**config.mk**
```make
export PLATFORM = sky130hd
export DESIGN_NAME = pc_trace_buffer_flat
export DESIGN_NICKNAME = d
export VERILOG_FILES = /design/src/rtl/pc_trace_buffer_if.sv /design/src/rtl/pc_trace_buffer.sv /design/src/flat_wrapper.sv
export SDC_FILE = /design/constraint.sdc
export NUM_CORES = 1
export LEC_CHECK = 0
export CAP_MARGIN = 20
export CORE_UTILIZATION = 61
export DETAILED_ROUTE_END_ITERATION = 10
export PLACE_DENSITY = 0.84
export SLEW_MARGIN = 40
export SYNTH_ARGS = -nofsm -noshare
export SYNTH_HDL_FRONTEND = slang
export SYNTH_SLANG_ARGS = --single-unit
```
**constraint.sdc**
```tcl
create_clock -name CLK -period 4.95 [get_ports CLK]
set_input_delay 1.485 -clock CLK [delete_from_list [all_inputs] [get_ports CLK]]
set_output_delay 1.485 -clock CLK [all_outputs]
set_load 0.05 [all_outputs]
```
**src/rtl/pc_trace_buffer_if.sv**
```systemverilog
// pc_trace_buffer_if: valid/ready drain port carrying one captured (pc, ins) trace entry
interface pc_trace_buffer_if;
    logic        rd_valid;
    logic        rd_ready;
    logic [31:0] rd_pc;
    logic [31:0] rd_ins;
    modport master (output rd_valid, rd_pc, rd_ins, input rd_ready);
    modport slave (input rd_valid, rd_pc, rd_ins, output rd_ready);
endinterface

```
**src/rtl/pc_trace_buffer.sv**
```systemverilog
// pc_trace_buffer: records (pc, ins) on each PC change into a show-ahead FIFO, counting drops when full
module pc_trace_buffer #(
    parameter int DEPTH = 16,
    parameter int AW = 4
) (
    input  logic              CLK,
    input  logic              RST,
    input  logic [31:0]       now_pc,
    input  logic [31:0]       ins,
    input  logic              trace_en,
    input  logic              clr_ovf,
    pc_trace_buffer_if.master rd,
    output logic [AW:0]       count,
    output logic              overflow,
    output logic [15:0]       drop_cnt
);
    logic [63:0]   mem [DEPTH];
    logic [AW-1:0] wr_ptr;
    logic [AW-1:0] rd_ptr;
    logic [31:0]   last_pc;
    logic          primed;
    logic          cap;
    logic          full;
    logic          pop;
    logic          push;
    logic          drop;
    always_comb begin
        cap  = trace_en & (~primed | (now_pc != last_pc));
        full = count == (AW+1)'(DEPTH);
        pop  = rd.rd_valid & rd.rd_ready;
        push = cap & (~full | pop);
        drop = cap & full & ~pop;
    end
    // Data is masked while empty so unwritten storage never leaks onto the port
    assign rd.rd_valid = count != '0;
    assign rd.rd_pc    = rd.rd_valid ? mem[rd_ptr][63:32] : '0;
    assign rd.rd_ins   = rd.rd_valid ? mem[rd_ptr][31:0] : '0;
    always_ff @(posedge CLK) if (push) mem[wr_ptr] <= {now_pc, ins};
    always_ff @(posedge CLK or negedge RST) begin
        if (!RST) begin
            last_pc  <= '0;
            primed   <= 1'b0;
            wr_ptr   <= '0;
            rd_ptr   <= '0;
            count    <= '0;
            overflow <= 1'b0;
            drop_cnt <= '0;
        end else begin
            primed   <= trace_en;
            if (cap) last_pc <= now_pc;
            if (push) wr_ptr <= wr_ptr + AW'(1);
            if (pop) rd_ptr <= rd_ptr + AW'(1);
            count    <= (push & ~pop) ? count + (AW+1)'(1) : (pop & ~push) ? count - (AW+1)'(1) : count;
            overflow <= ~clr_ovf & (overflow | drop);
            drop_cnt <= clr_ovf ? '0 : (drop & ~&drop_cnt) ? drop_cnt + 16'd1 : drop_cnt;
        end
    end
endmodule

```
**src/flat_wrapper.sv**
```systemverilog
// flat-port wrapper written by rule: the top's interface ports become plain ports
module pc_trace_buffer_flat 
#(
    parameter int DEPTH = 16,
    parameter int AW = 4
)
  (CLK, RST, now_pc, ins, trace_en, clr_ovf, count, overflow, drop_cnt, rd_rd_valid, rd_rd_pc, rd_rd_ins, rd_rd_ready);
  pc_trace_buffer_if rd_i ();
  input  logic CLK;
  input  logic RST;
  input  logic [31:0] now_pc;
  input  logic [31:0] ins;
  input  logic trace_en;
  input  logic clr_ovf;
  output logic [AW:0] count;
  output logic overflow;
  output logic [15:0] drop_cnt;
  output wire logic [$bits(rd_i.rd_valid)-1:0] rd_rd_valid;
  output wire logic [$bits(rd_i.rd_pc)-1:0] rd_rd_pc;
  output wire logic [$bits(rd_i.rd_ins)-1:0] rd_rd_ins;
  input wire logic [$bits(rd_i.rd_ready)-1:0] rd_rd_ready;
  assign rd_rd_valid = rd_i.rd_valid;
  assign rd_rd_pc = rd_i.rd_pc;
  assign rd_rd_ins = rd_i.rd_ins;
  assign rd_i.rd_ready = rd_rd_ready;
  pc_trace_buffer #(.DEPTH(DEPTH), .AW(AW)) u_core (.CLK(CLK), .RST(RST), .now_pc(now_pc), .ins(ins), .trace_en(trace_en), .clr_ovf(clr_ovf), .rd(rd_i), .count(count), .overflow(overflow), .drop_cnt(drop_cnt));
endmodule
```
* Yosys cells after proc, flatten, opt, wreduce, memory -nomap -nowiden *
Memory sizes are Yosys's and may differ from the RTL's.
Index checks and enable logic that the tools add are counted.

cells by class
  reduce and logical (&&, ||, !) cells = 5
  multiplexer cells = 8
  add/subtract/negate cells = 5
  bitwise operators = 17
  eq/ne operators = 2

operators by type and width
  kind                                              count
  two-way mux 32 bit                                2
  two-way mux 16 bit                                2
  inequality test 32 bit                            1
  adder 16 x 1 -> 16 bit, second input constant     1
  AND reduction 16 bit                              1
  two-way mux 5 bit                                 2
  bitwise AND 1 bit                                 9
  adder 4 x 1 -> 4 bit, second input constant       2
  adder 5 x 1 -> 5 bit, second input constant       1
  == test 5 bit, second input constant              1
  inverter 1 bit                                    5
  nonzero test 5 bit                                1
  subtractor 5 x 1 -> 5 bit, second input constant  1
  nonzero test 2 bit                                2
  bitwise OR 1 bit                                  3
  two-way mux 1 bit                                 2
  logical NOT 1 bit                                 1

storage, ports and cells
  register bits after elaboration = 63
  logic and storage cells = 45
  input port bits = 69
  output and inout bits = 87
  bits in writable memories = 1024
  memories kept = 1

memory list
  memory      words  width  rd ports  clocked after Yosys merged registers in  write ports  line                   text
  u_core.mem  16     64     1         0                                        1            pc_trace_buffer.sv:17  logic [63:0] mem [DEPTH];

* Longest topological paths before layout *
Gate-level depths: netlist (run 1).

  depth in word-level cells = 8
  gate-level depth with buffers = 14
  depth with buffers taken out = 13

* Worst setup path after synthesis (run 1) *
Ideal clock, no wire load.

  path kind = input port to flip-flop
  from = input now_pc[13]
  to = memory u_core.mem[11][0] (enable)
  library setup time = 0.429 ns
  path slack = 0.363 ns
  data required time = 4.521 ns
  path buffers = 1
  stages = 7
  arrival = 4.158 ns
  cells stage by stage = inv_1 > o2111a_1 > o2111ai_1 > o31ai_1 > nor2_1 > clkbuf_1 > and3_1

between the ends
  word-level cells in the longest chain between the ends = 6

ends and longest elaborated chain
  item                                     line                   text
  from (decl)                              flat_wrapper.sv:11     input logic [31:0] now_pc;
  inequality test 32 bit                   pc_trace_buffer.sv:28  cap = trace_en & (~primed | (now_pc != last_pc));
  bitwise OR 1 bit                         pc_trace_buffer.sv:28
  bitwise AND 1 bit                        pc_trace_buffer.sv:28
  bitwise AND 1 bit                        pc_trace_buffer.sv:31  push = cap & (~full | pop);
  named net u_core.push                    pc_trace_buffer.sv:25  logic push;
  two-way mux 1 bit                        pc_trace_buffer.sv:38  always_ff @(posedge CLK) if (push) mem[wr_ptr] <= {now_pc, ins};
  two-way mux 1 bit (not written as such)  pc_trace_buffer.sv:38
  to (decl)                                pc_trace_buffer.sv:17

The timed path passes the listed nets, and every way through them passes these cells.

* Worst setup path after layout (run 1) *
  from = register u_core.rd_ptr[1]
  to = output rd_rd_pc[17]

between the ends
  word-level cells in the longest chain between the ends = 2

ends and longest elaborated chain
  item                    line                   text
  from (decl)             pc_trace_buffer.sv:19  logic [AW-1:0] rd_ptr;
  from (signal assigned)  pc_trace_buffer.sv:52  if (pop) rd_ptr <= rd_ptr + AW'(1);
  memory (16 x 64 bit)    --
  two-way mux 32 bit      pc_trace_buffer.sv:36  assign rd.rd_pc = rd.rd_valid ? mem[rd_ptr][63:32] : '0;
  to (decl)               flat_wrapper.sv:19     output wire logic [$bits(rd_i.rd_pc)-1:0] rd_rd_pc;

Every way passes these cells.

==> impl_metrics.toml, run 1 <==
[outcome]
run_status = "finished clean"

[clocking]
worst_setup_hold_path_clk_slew_ns = 0.06
cts_made_buffers = 101
cts_tree = "built"
cts_hold_repair.buffers = 0
clkSinkCount = 1087
clock_insertion_delay_worst_skew_ns = 0.69
max-clock-path-buffers = 3
h-tree-depth = 3
ctsRootBufferMaster = "clkbuf_16"

[worst_setup_path]
path_max_fanout = 70
slowest_cell_on_the_critical_path = "dfrtp_4"
critPathLaunchType = "flop"
data_arrival_critical_path_ns = 3.45
critical_path.cell_chain = "buf_16, buf_16, mux4_2, mux4_2, and2_1, buf_4"
category_of_the_worst_setup_path_capture_point = "output pin"
cp_slowest_stage_delay_ns = 0.67
cp_data_required_time_ns = 3.46
crit_type = "reg -> out"

[die]
floorplan.rows = 95
io_count = 156
die_ht_um = 265
floorplan.die.width_um = 265
fp.coreArea_sq_um = 67800
starting_density_of_the_core = 0.621
design.die.area_sq_um = 70000

[global_route]
global_route.usage.met2 = 0.528
grt-ovfl-total = 0
wire_length_of_the_first_global_routing_pass_um = 159000
gr-max-usage-layer = "met2"
first_global_vias = 22749
grt_antenna_before_repair = 7
track_usage = 0.323
pin_count_of_the_biggest_net_entering_global_routing = 71
grtUsageMet3 = 0.0637
globalRouteMet1Util = 0.424

[timing]
hold_violations = 0
setup-tns-final_ns = 0
fin_crit_sh = 0.997
setup_viol_count_final = 0
whs_ns = 0.530
slew_viol_final = 0
finalWorstSetupSlack_ns = 0.0128
worst_tran_pin_value_ns = 0.893
timing.max_slew.rel_slack = 0.404
max_clock_freq_ghz = 0.203
period_needed_ns = 4.94
clock-skew-final_ns = 0.0390

[yosys]
number_of_enable_type_register_cells_in_the_synthesized_netlist = 1024
yosys_most_used_dff = "edfxtp_1"
yosysSeqAreaShare = 0.768
synth_cell_types = 44
number_of_instances_in_the_synthesized_netlist = 1788
syn_nets = 1868
syn_area_sq_um = 42100
yosysWarnings = 0
synth_area_per_cell_sq_um = 23.5
async_set_or_reset_flop_fraction_in_the_synthesized_netlist = 0.0580
synth-seq-cells = 1087

[min_path]
hold_path_class = "reg -> reg"

[routing]
drt_first_iter_violations = 3104
vias = 21848
detail_route.wl_per_cell_um = 36.9
routed_wirelength_um = 112000
detailedRoute.firstPassIterationCount = 6
via_per_inst = 7.18
postRouteAntennaNets = 0
post-route-drc-count = 0

[cells_and_area]
areaGrowthSynthToFinish_pct = 17.1
layout-drive-gt1-share = 0.316
design.final.nets = 2161
fillCellCount = 3376
final_core_utilization = 0.727

[placement]
port-buffer-count = 155
dpl_ws_ns = -0.150
place_congestion = 0.802
dpl.hpwl_um = 55100

[power_and_ir_drop]
peakVddDrop_mv = 0.518
static-leakage-power_nw = 16.1
total_power_consumption_mw = 30.5
cellPowerDensity_nw_per_um2 = 619

[run]
timing.max_cap.violations = 0
[where the power goes]
group,internal [mW],leakage [nW],switching (mW)
clock network,4.26,1.56,3.53
logic,4.81,4.48,6.35
registers,11.0,10.0,0.545
total,20.1,16.1,10.4
[worst max-delay path, delay by kind of cell, from the launching register on]
kind                   cells  cell delay [ns]
AND/OR/NAND/NOR            1             0.23
multiplexers               2             0.94
flip-flops                 1             0.67
buffers and inverters      3             0.88
[final timing paths]
check,startpoint,to,slack [ns],cells past startpoint
min reg2reg,u_core.last_pc[8]$_DFFE_PN0P_,u_core.last_pc[8]$_DFFE_PN0P_,0.53,1
max reg2reg,u_core.last_pc[1]$_DFFE_PN0P_,u_core.count[4]$_DFFE_PN0P_,1.49,15
min,u_core.last_pc[8]$_DFFE_PN0P_,u_core.last_pc[8]$_DFFE_PN0P_,0.53,1
max in group asynchronous,RST,u_core.last_pc[27]$_DFFE_PN0P_,3.33,2
min in group asynchronous,RST,u_core.last_pc[15]$_DFFE_PN0P_,0.85,1
max,u_core.rd_ptr[1]$_DFFE_PN0N_,rd_rd_pc[17],0.01,6
[final cells by class]
class                   count  area (sq um)  share of cell area
clock inverters            51           502              0.0102
multi-input cells         602          9390               0.191
inverters                   9          33.8            0.000686
well taps                 873          1090              0.0222
repair buffers            280          3170              0.0642
diodes                      5          12.5            0.000254
clock buffers             136          2730              0.0554
flip-flops and latches   1087         32300               0.656
[routing by layer]
layer  vias up  wire length, um
li1       8171                -
met1     11328            38700
met2      2002            56400
met3       341            12300
met4         6             4740
met5         -               35
[state kept, by name, summed over array words and instances (netlist names)]
name,count
u_core.last_pc,32
u_core.mem,1024
u_core.rd_ptr,4
u_core.count,5
u_core.overflow,1
u_core.primed,1
u_core.wr_ptr,4
u_core.drop_cnt,16
[what timing repair did]
| item | CTS | global route |
|---|---|---|
| gates cloned | 2 | 3 |
| endpoints found under the setup margin | 63 | 37 |
| gates resized for setup | 17 | 17 |
| setup buffers | 4 | 3 |
[logic make-up (layout without fill, tap and decap cells)]
kind of cell             Yosys count  in the layout  share of synthesized area
AO/OA/AOI/OAI                     40             40                    0.00625
multiplexers                     355            355                      0.181
AND/OR/NAND/NOR                  156            156                     0.0222
other                              0              5                          0
buffers and inverters             99            476                     0.0108
adder cells (fa/ha/maj)           11             11                    0.00345
flip-flops                      1087           1087                      0.768
XOR/XNOR                          40             40                    0.00833
[through the flow]
step	instances	instance area (sq um)
2_1_floorplan	1788	42100
3_3_place_gp	2838	45700
3_5_place_dp	2839	45700
4_1_cts	3032	49100
5_1_grt	3040	49300
6_report	3043	49300
[cell usage after synthesis (all sizes together) (2+ instances only)]
| master | count | area share |
|---|---|---|
| xnor2 | 8 | 0.0017 |
| mux4 | 320 | 0.17 |
| or2 | 2 | 0.00030 |
| buf | 43 | 0.0058 |
| a21o | 2 | 0.00036 |
| o31ai | 5 | 0.00089 |
| or3 | 7 | 0.0010 |
| and3 | 19 | 0.0028 |
| nor2 | 9 | 0.00080 |
| clkbuf | 47 | 0.0042 |
| mux2 | 35 | 0.0094 |
| and2 | 65 | 0.0097 |
| nor2b | 5 | 0.00074 |
| nand2 | 13 | 0.0012 |
| xor2 | 32 | 0.0067 |
| nand3 | 10 | 0.0012 |
| nand4 | 2 | 0.00030 |
| o21ai | 12 | 0.0014 |
| or4 | 4 | 0.00071 |
| inv | 9 | 0.00080 |
| nor3 | 5 | 0.00059 |
| nor4 | 8 | 0.0015 |
| nand2b | 3 | 0.00045 |
| dfrtp | 63 | 0.037 |
| a21oi | 14 | 0.0017 |
| ha | 10 | 0.0030 |
| edfxtp | 1024 | 0.73 |
[placed cells by master (no fill, tap or decap), types with 12 or more instances in the layout]
cell type / synthesis / final
clkinv_1: 0 / 14
dfrtp_1: 63 / 59
mux2_2: 28 / 28
buf_4: 4 / 109
o21ai_0: 12 / 12
clkbuf_16: 0 / 105
and3_4: 0 / 16
buf_12: 0 / 38
clkbuf_1: 47 / 29
dlymetal6s2s_1: 0 / 14
a21oi_1: 14 / 14
and2_1: 65 / 65
mux4_2: 320 / 320
xor2_1: 32 / 32
clkinv_2: 0 / 17
clkdlybuf4s50_1: 0 / 94
edfxtp_1: 1024 / 1024
nand2_1: 13 / 13
Note: power is estimated with default switching activity, not from simulation.
==> run 2, diff against run 1 <==
--- a/config.mk
+++ b/config.mk
@@ -8,6 +8,7 @@
 export CAP_MARGIN = 20
 export CORE_UTILIZATION = 61
 export DETAILED_ROUTE_END_ITERATION = 10
+export GPL_ROUTABILITY_DRIVEN = 0
 export PLACE_DENSITY = 0.84
 export SLEW_MARGIN = 40
 export SYNTH_ARGS = -nofsm -noshare
==> results of run 2 <==
The final DEF is identical to that of run 1; final timing and power are the same.
==> variant: new RTL, settings of run 1 <==
`AW` is set to 4 in 2 places; all go to 6.
--- a/src/rtl/pc_trace_buffer.sv
+++ b/src/rtl/pc_trace_buffer.sv
@@ -3,3 +3,3 @@
     parameter int DEPTH = 16,
-    parameter int AW = 4
+    parameter int AW = 6
 ) (
--- a/src/flat_wrapper.sv
+++ b/src/flat_wrapper.sv
@@ -4,3 +4,3 @@
     parameter int DEPTH = 16,
-    parameter int AW = 4
+    parameter int AW = 6
 )
Interface: changed (resized count); port bits go from 156 to 158. The function was not compared with the original's and may differ.
==> variant against run 1 <==
Wire length increased by 4.8%. Design area increased by 1.3%. Power increased by 1.9%. Area after synthesis increased by 0.78%. Clock skew decreased by 0.0082 ns. Worst setup slack improved by 0.0020 ns. Sequential cell count increased by 2. Clock power increased by 9.1%. Critical endpoint is now rd_rd_ins[30].
==> variant: results <==
group,metric,value,unit
outcome,status,"finished, final reports clean",
clock_network,numCtsBuffers,105,
pwr,max-vdd-ir-drop,488,uV
place,portBuffers,157,
synth,syn-num-nets,1946,
route,wl_met1,40.6,mm
worst_hold_path,hold_depth,2,
place,dp_hpwl,58.8,mm
synth,muxShareOfSynthArea,17.3,%
worst_hold_path,hp-start,"u_core.last_pc[29]",
clock_network,post_cts.repair.setup_buffers,4,
synth,synth_xor_area_share,0.930,%
route,top_layer,"met5",
cells_and_area,nets,2253,
critical_path,reg2reg_depth,14,
synth,yosys.area_share.adder,0.401,%
cells_and_area,fillers,3569,
global_route,grt_use_met2,56.6,%
place,dp.cells,2990,
clock_network,cts_resized,28,
global_route,grt.met1_usage,45.5,%
synth,synthTopCellsByArea,"edfxtp_1 73%, mux4_2 17%, dfrtp_1 3.8%",
global_route,grt_max_degree,53,
route,wl_met3,12.3,mm
critical_path,cp_max_fo,42,
critical_path,r2r_start,"u_core.last_pc[30]",
synth,syn_avg_cell_area,22.7,um2
pwr,power.density,624,nW/um2
synth,ys_types,48,
place,place_congestion,0.821,
place,placed_cell_area,46300,um2
route,num_vias,22700,
global_route,grt_pass1_wl,168,mm
route,wl_met2,59.9,mm
timing,skew,0.0308,ns
pwr,p_leak,16.4,nW
timing,slew_headroom,45.7,%
clock_network,clock_latency,0.67,ns
synth,synth_common_cells,"1024 x edfxtp_1, 320 x mux4_2, 93 x nand2_1",
synth,synth_compound_area_share,0.711,%
global_route,antenna_found_initial,3,
route,routed_wl,118,mm
synth,yosysSeqAreaShare,76.4,%
route,drt_first_iter_violations,3495,
cells_and_area,drive_gt1_share,31.2,%
synth,synthArstFlopShare,5.97,%
clock_network,cts_root_buf,"clkbuf_16",
route,wire_per_inst,36.8,um
global_route,grt_usage,34.1,%
global_route,grt_util_met3,5.83,%
critical_path,critPathLaunch,"u_core.rd_ptr[1]",
variant: cell types whose count changed in the layout (fill, tap and decap cells not counted), sizes merged, moves of 8 or more:
cell / run 1 / this run
buf: 159 / 177
bufinv: 7 / 17
clkbuf: 139 / 125
dlygate4sd2: 8 / 21
dlymetal6s2s: 14 / 1
mux2: 35 / 10
nand2: 13 / 93
nand3: 10 / 18
variant: critical path: stages, from the launching register on:
cell and delay (ns):
dfrtp_4 0.67, buf_12 0.34, buf_4 0.37, mux4_2 0.43, mux4_2 0.52, and2_1 0.19, buf_4 0.19
variant: cells by family after synthesis:
kind of cell	count (synthesis)
buffers and inverters	99
AND/OR/NAND/NOR	245
adder cells (fa/ha/maj)	13
XOR/XNOR	45
multiplexers	331
flip-flops	1089
AO/OA/AOI/OAI	42
variant: power breakdown:
group | switching (mW) | leakage [nW] | internal [mW] | total (mW)
sequential | 0.591 | 10.1 | 11.0 | 11.6
clock | 3.65 | 1.71 | 4.84 | 8.50
combinational | 6.39 | 4.61 | 4.60 | 11.0
total | 10.6 | 16.4 | 20.5 | 31.1
variant: final timing paths:
path	end	slack [ns]
setup / recovery	rd_rd_ins[30]	0.01
setup reg to reg	u_core.count[6]	1.44
min in group asynchronous	u_core.last_pc[20]	0.78
hold reg to reg	u_core.last_pc[29]	0.50
hold / removal	u_core.last_pc[29]	0.50
max in group asynchronous	u_core.last_pc[3]	3.30
variant: final cells by class:
| type | count | area share [%] |
|---|---|---|
| sequential | 1089 | 64.9 |
| multi-input combinational | 676 | 19.2 |
| timing repair buffer | 292 | 6.32 |
| clock buffer | 125 | 5.48 |
| tap | 931 | 2.33 |
| clock inverter | 71 | 1.64 |
| inverter | 7 | 0.0527 |
| antenna | 2 | 0.0100 |
